--- config.mk ---
export PLATFORM = sky130hd
export DESIGN_NAME = capture_arbiter
export DESIGN_NICKNAME = d
export VERILOG_FILES = /design/src/rtl/capture_arbiter_pkg.sv /design/src/rtl/capture_arbiter_cap_reg.sv /design/src/rtl/capture_arbiter.sv
export SDC_FILE = /design/constraint.sdc
export NUM_CORES = 1
export LEC_CHECK = 0
export ABC_CLOCK_PERIOD_IN_PS = 1600
export BUFFER_PORTS_ARGS = -buffer_cell sky130_fd_sc_hd__buf_2
export CORE_MARGIN = 3
export CORE_UTILIZATION = 42
export CTS_CLUSTER_DIAMETER = 50
export CTS_CLUSTER_SIZE = 16
export DETAILED_ROUTE_END_ITERATION = 8
export GPL_TIMING_DRIVEN = 1
export PLACE_DENSITY = 0.76
export SETUP_SLACK_MARGIN = 0.15
export SLEW_MARGIN = 20
export SYNTH_ARGS = -nofsm -noshare
export SYNTH_HDL_FRONTEND = slang
export SYNTH_SLANG_ARGS = --single-unit
export TNS_END_PERCENT = 30
--- constraint.sdc ---
create_clock -name i_clk -period 1.6 [get_ports i_clk]
set_input_delay 0.24 -clock i_clk [delete_from_list [all_inputs] [get_ports i_clk]]
set_output_delay 0.24 -clock i_clk [all_outputs]
set_load 0.02 [all_outputs]
--- src/rtl/capture_arbiter_pkg.sv ---
// Shared types and default sizing for the capture arbiter.
// No logic; constants and the controller state encoding only.
// Imported by capture_arbiter and its testbench.
package capture_arbiter_pkg;

    typedef enum logic [1:0] {
        IDLE = 2'd0,
        LOAD = 2'd1,
        HOLD = 2'd2
    } state_t;

    localparam int NREQ_DEFAULT = 4;
    localparam int DW_DEFAULT   = 8;

endpackage

--- src/rtl/capture_arbiter_cap_reg.sv ---
// Shared capture register: loads d when enabled, clears to zero when disabled.
// Latency: one clock from d/en to q.
// No backpressure; the owner keeps en high and feeds q back to hold a value.
module cap_reg #(
    parameter int DW = 8
) (
    input  logic          clk,
    input  logic          rst_n,
    input  logic          en,
    input  logic [DW-1:0] d,
    output logic [DW-1:0] q
);

    // Load on enable, otherwise fall back to zero.
    always_ff @(posedge clk or negedge rst_n) begin
        if (!rst_n) begin
            q <= '0;
        end else if (en) begin
            q <= d;
        end else begin
            q <= '0;
        end
    end

endmodule

--- src/rtl/capture_arbiter.sv ---
// Round-robin arbiter that captures one requester's word into a shared register.
// Latency: request at edge N -> grant at N+1 -> valid word at N+2.
// The word and grant are held until i_ack; requests are ignored while busy.
module capture_arbiter
    import capture_arbiter_pkg::*;
#(
    parameter int NREQ = NREQ_DEFAULT,
    parameter int DW   = DW_DEFAULT
) (
    input  logic               i_clk,
    input  logic               i_rst_n,
    input  logic [NREQ-1:0]    i_req,
    input  logic [NREQ*DW-1:0] i_data,
    input  logic               i_ack,
    output logic [NREQ-1:0]    o_gnt,
    output logic [DW-1:0]      o_q,
    output logic               o_valid
);

    localparam int IW = (NREQ > 1) ? $clog2(NREQ) : 1;

    state_t          state;
    state_t          state_nxt;
    logic [IW-1:0]   ptr;
    logic [IW-1:0]   win;
    logic [IW-1:0]   pick;
    logic [IW-1:0]   ptr_nxt;
    logic [NREQ-1:0] hi_mask;
    logic [NREQ-1:0] hi_req;
    logic [NREQ-1:0] search;
    logic [NREQ-1:0] pick_onehot;
    logic            any_req;
    logic            cap_en;
    logic [DW-1:0]   cap_d;
    logic [DW-1:0]   win_dat;

    // Round-robin pick: lowest request at or above ptr, else lowest overall (wrap).
    always_comb begin
        any_req = |i_req;
        for (int k = 0; k < NREQ; k++) begin
            hi_mask[k] = (IW'(k) >= ptr);
        end
        hi_req = i_req & hi_mask;
        search = (|hi_req) ? hi_req : i_req;
        pick   = '0;
        for (int k = NREQ - 1; k >= 0; k--) begin
            if (search[k]) begin
                pick = IW'(k);
            end
        end
        for (int k = 0; k < NREQ; k++) begin
            pick_onehot[k] = (pick == IW'(k));
        end
        ptr_nxt = (win == IW'(NREQ - 1)) ? '0 : win + 1'b1;
    end

    // Data slice of the current winner.
    always_comb begin
        win_dat = '0;
        for (int k = 0; k < NREQ; k++) begin
            if (win == IW'(k)) begin
                win_dat = i_data[k*DW +: DW];
            end
        end
    end

    // State register.
    always_ff @(posedge i_clk or negedge i_rst_n) begin
        if (!i_rst_n) begin
            state <= IDLE;
        end else begin
            state <= state_nxt;
        end
    end

    // Next-state logic.
    always_comb begin
        state_nxt = state;
        case (state)
            IDLE:    if (any_req) state_nxt = LOAD;
            LOAD:    state_nxt = HOLD;
            HOLD:    if (i_ack) state_nxt = IDLE;
            default: state_nxt = IDLE;
        endcase
    end

    // Capture control: load in LOAD, recirculate in HOLD, clear otherwise.
    always_comb begin
        cap_en = (state == LOAD) || ((state == HOLD) && !i_ack);
        cap_d  = (state == LOAD) ? win_dat : o_q;
    end

    // Grant, winner and pointer bookkeeping.
    always_ff @(posedge i_clk or negedge i_rst_n) begin
        if (!i_rst_n) begin
            o_gnt <= '0;
            win   <= '0;
            ptr   <= '0;
        end else if ((state == IDLE) && any_req) begin
            o_gnt <= pick_onehot;
            win   <= pick;
        end else if ((state == HOLD) && i_ack) begin
            o_gnt <= '0;
            ptr   <= ptr_nxt;
        end
    end

    assign o_valid = (state == HOLD);

    cap_reg #(
        .DW (DW)
    ) u_cap_reg (
        .clk   (i_clk),
        .rst_n (i_rst_n),
        .en    (cap_en),
        .d     (cap_d),
        .q     (o_q)
    );

endmodule

==> impl_metrics.csv <==
group,metric,value,unit
job,cap_violations,0,
routing,drc,0,
synthesis,syn_avg_cell_area,10.36,sq um
die,io_pins,52,
outcome,status,"finished, violations left",
synthesis,ys.flop_type,"dfrtp_1",
setup_path,cp_num_buf_inv,2,
setup_path,reg2reg_depth,7,
clocking,clock_path_buffers,2,
setup_path,reg2reg_slack,-0.01,ns
hold_path,worst_hold_path.endpoint,"u_cap_reg.q[6]",
synthesis,synth_top_cell_area_share,0.3952,
timing,min_period_over_period,1.006,
synthesis,synth_nets,153,
die,fp-row-count,18,
die,core,0.002522,sq mm
synthesis,synth.area.top_cells,"dfrtp_1 (40%), a221oi_2 (9.2%), a22o_1 (6.9%)",
synthesis,synth_top_cell_by_area,"dfrtp_1",
die,die_w,58.10,um
setup_path,critPathSlowestCell,"dfrtp_2",
timing,slew_headroom,0.7257,
timing,layout_min_cycle_time,1.610,ns
synthesis,syn_area,0.001140,sq mm
timing,rsz0062_at_grt,"true",
setup_path,path_cells,"inv_4 -> ha_4 -> nor2b_4 -> buf_6 -> a221oi_2 -> o31ai_1 -> a22o_1",
grt,grt_pass1_wl,4767,um
timing,setup_violations,1,
die,die_h,58.10,um
routing,vias,1104,
die,start_util,0.4519,
die,dieArea,0.003375,sq mm
synthesis,synth-edff-count,0,
grt,overflow,0,
clocking,cts.clk_slew.worst_paths,0.10,ns
outcome,violations,"negative setup slack",
routing,antenna_left,0,
synthesis,synth_seq_cells,18,
setup_path,r2r-end,"u_cap_reg.q[1]",
layout,drive_above_1_share,0.5556,
pwr,power_frac_comb,0.661,
layout,area_delta_synth_final,45.33,%
grt,track_usage,0.1806,
pwr,netSwitchingFraction,0.4336,
pwr,power_frac_seq,0.255,
timing,tightest_slew,0.4087,ns
clocking,htreeDepth,1,
hold_path,whs_path_depth,4,
synthesis,yosysWarnings,0,
routing,wl_per_cell,16.46,um
setup_path,cp.arrival,1.84,ns
routing,vias_per_cell,5.493,
timing,hold_viol,0,
setup_path,crit_fanout,5,
routing,drt_wl_total,3309,um
setup_path,cp_top_family,"flip-flops",
clocking,cts.sink_count,18,
timing,fmax,0.6213,GHz
timing,setup_ws,-0.009517,ns
hold_path,hold_class,"input pin to flop",
placement,hpwl,2167,um
timing,fin_skew,0.003923,ns
setup_path,cp.required,1.83,ns
placement,dp_cells,188,
pwr,power_density,1969,mW/mm^2
synthesis,synth_cell_types,29,
pwr,power.switching,0.001414,W
timing,final-max-slew-violation-count,0,
grt,grt_pass1_vias,1061,
setup_path,reg2reg_from,"win[0]",
setup_path,max_stage_delay,0.48,ns
clocking,cts_root_buf,"clkbuf_4",
setup_path,critPathLaunchType,"flop",
pwr,p_leak,0.8268,nW
synthesis,synth-async-reset-ratio,1.000,
layout,final_net_count,215,
pwr,power_frac_clock,0.083,
placement,port_buffers,51,
placement,gp_congestion,0.8492,
routing,dr.first_iter.drc_count,53,
synthesis,ys_seq_area_frac,0.3952,
pwr,p_int,0.001847,W
grt,antenna_found_initial,0,
layout,final_cells,201,
layout,antenna_cells,0,
hold_path,min_from,"i_data[30]",
clocking,cts_tree,"done",
clocking,cts_buffers,3,
setup_path,end_kind,"flop",
placement,place_ws,-0.01651,ns
synthesis,synthCells,110,
clocking,clk_latency,0.29,ns
routing,drtPass1Iterations,4,
timing,tns,-0.009517,ns
pwr,vdd_drop_max,0.001227,V
setup_path,path_class,"flop to flop",
grt,grt_max_degree,19,
## cell type report
class / instances / area [sq um]
multi-input cells: 78 / 723.2
clock buffers: 4 / 36.28
flip-flops and latches: 18 / 452.9
repair buffers: 65 / 381.6
fillers: 192 / 865.8
inverters: 6 / 25.02
well taps: 30 / 37.54
## repair_timing
item                                    CTS  global route
hold buffers                              1             0
endpoints found under the setup margin    8             9
pin swaps                                 6             5
resized for setup                        12            13
buffers inserted                          7             1
hold endpoints to repair                 18             0
## cells in the mapped netlist, drive strengths merged (2+ instances only)
cell type / count
dfrtp: 18
nand2: 12
nor2b: 12
o31ai: 10
a22o: 9
buf: 8
a221oi: 7
inv: 6
a21oi: 4
ha: 4
nor2: 3
a211o: 2
a21o: 2
a32o: 2
nand3: 2
o21ai: 2
## cells by family after synthesis
| logic type | synth area share |
|---|---|
| buffers and inverters | 0.06914 |
| AND/OR/NAND/NOR | 0.1592 |
| adder cells (fa/ha/maj) | 0.04391 |
| flip-flops | 0.3952 |
| multiplexers | 0.009879 |
| AO/OA/AOI/OAI | 0.3227 |
## state kept, by name (all words and copies together), names as in the netlist
name and cells:
u_cap_reg.q 8, o_gnt 4, ptr 2, state 2, win 2
## worst register-to-register path, cell delays in order, from the launching register on
cell and delay (ns):
dfrtp_2 0.48, inv_4 0.10, ha_4 0.13, nor2b_4 0.21, buf_6 0.14, a221oi_2 0.05, o31ai_1 0.27, a22o_1 0.16
## power groups by stage
stage               Clock, W  Combinational [W]  Sequential, W
floorplan                  0            0.00108       0.000947
global route        0.000301            0.00232       0.000863
global placement           0            0.00157       0.000808
CTS                 0.000274            0.00190       0.000821
detailed placement         0            0.00160       0.000823
finish              0.000272            0.00216       0.000833
## cells in the final DEF (no fill, tap or decap), types with 2 or more instances in the layout
cell / n
a211o_1: 2
a21o_1: 2
a21oi_1: 4
a221oi_2: 4
a221oi_4: 3
a22o_1: 9
a32o_1: 2
buf_2: 51
buf_4: 8
buf_6: 5
clkbuf_4: 3
dfrtp_1: 16
dfrtp_2: 2
ha_4: 3
inv_1: 4
nand2_1: 12
nand3_1: 2
nor2_1: 3
nor2b_1: 9
nor2b_4: 2
o21ai_0: 2
o31ai_1: 3
o31ai_2: 6
## stage by stage
step	power, W	utilization	area (sq um)	hold WS, ns
finish	0.003261	0.6567	1657	0.2640
global route	0.003486	0.6567	1657	0.2814
CTS	0.003000	0.6265	1580	0.2683
detailed placement	0.002421	0.5635	1421	0.1823
global placement	0.002375	0.5635	1421	0.1796
floorplan	0.002030	-	1147	-0.05559
## routing by layer
layer	vias up	global-route usage	part of all wire
met4	0	0.05960	0.020
met1	527	0.2591	0.42
met5	-	0	0
met2	39	0.2790	0.51
met3	7	0.02673	0.054
li1	531	-	-
## how the worst max path moves through the flow
stage | cells after the start | from | to
after floorplan | 8 | win[1] | u_cap_reg.q[4]
after global placement | 6 | win[0] | u_cap_reg.q[0]
after detailed placement | 6 | win[0] | u_cap_reg.q[0]
after CTS | 7 | win[0] | u_cap_reg.q[0]
after global routing | 7 | win[0] | u_cap_reg.q[1]
final | 7 | win[0] | u_cap_reg.q[1]
Power figures use the tool's default switching activity.
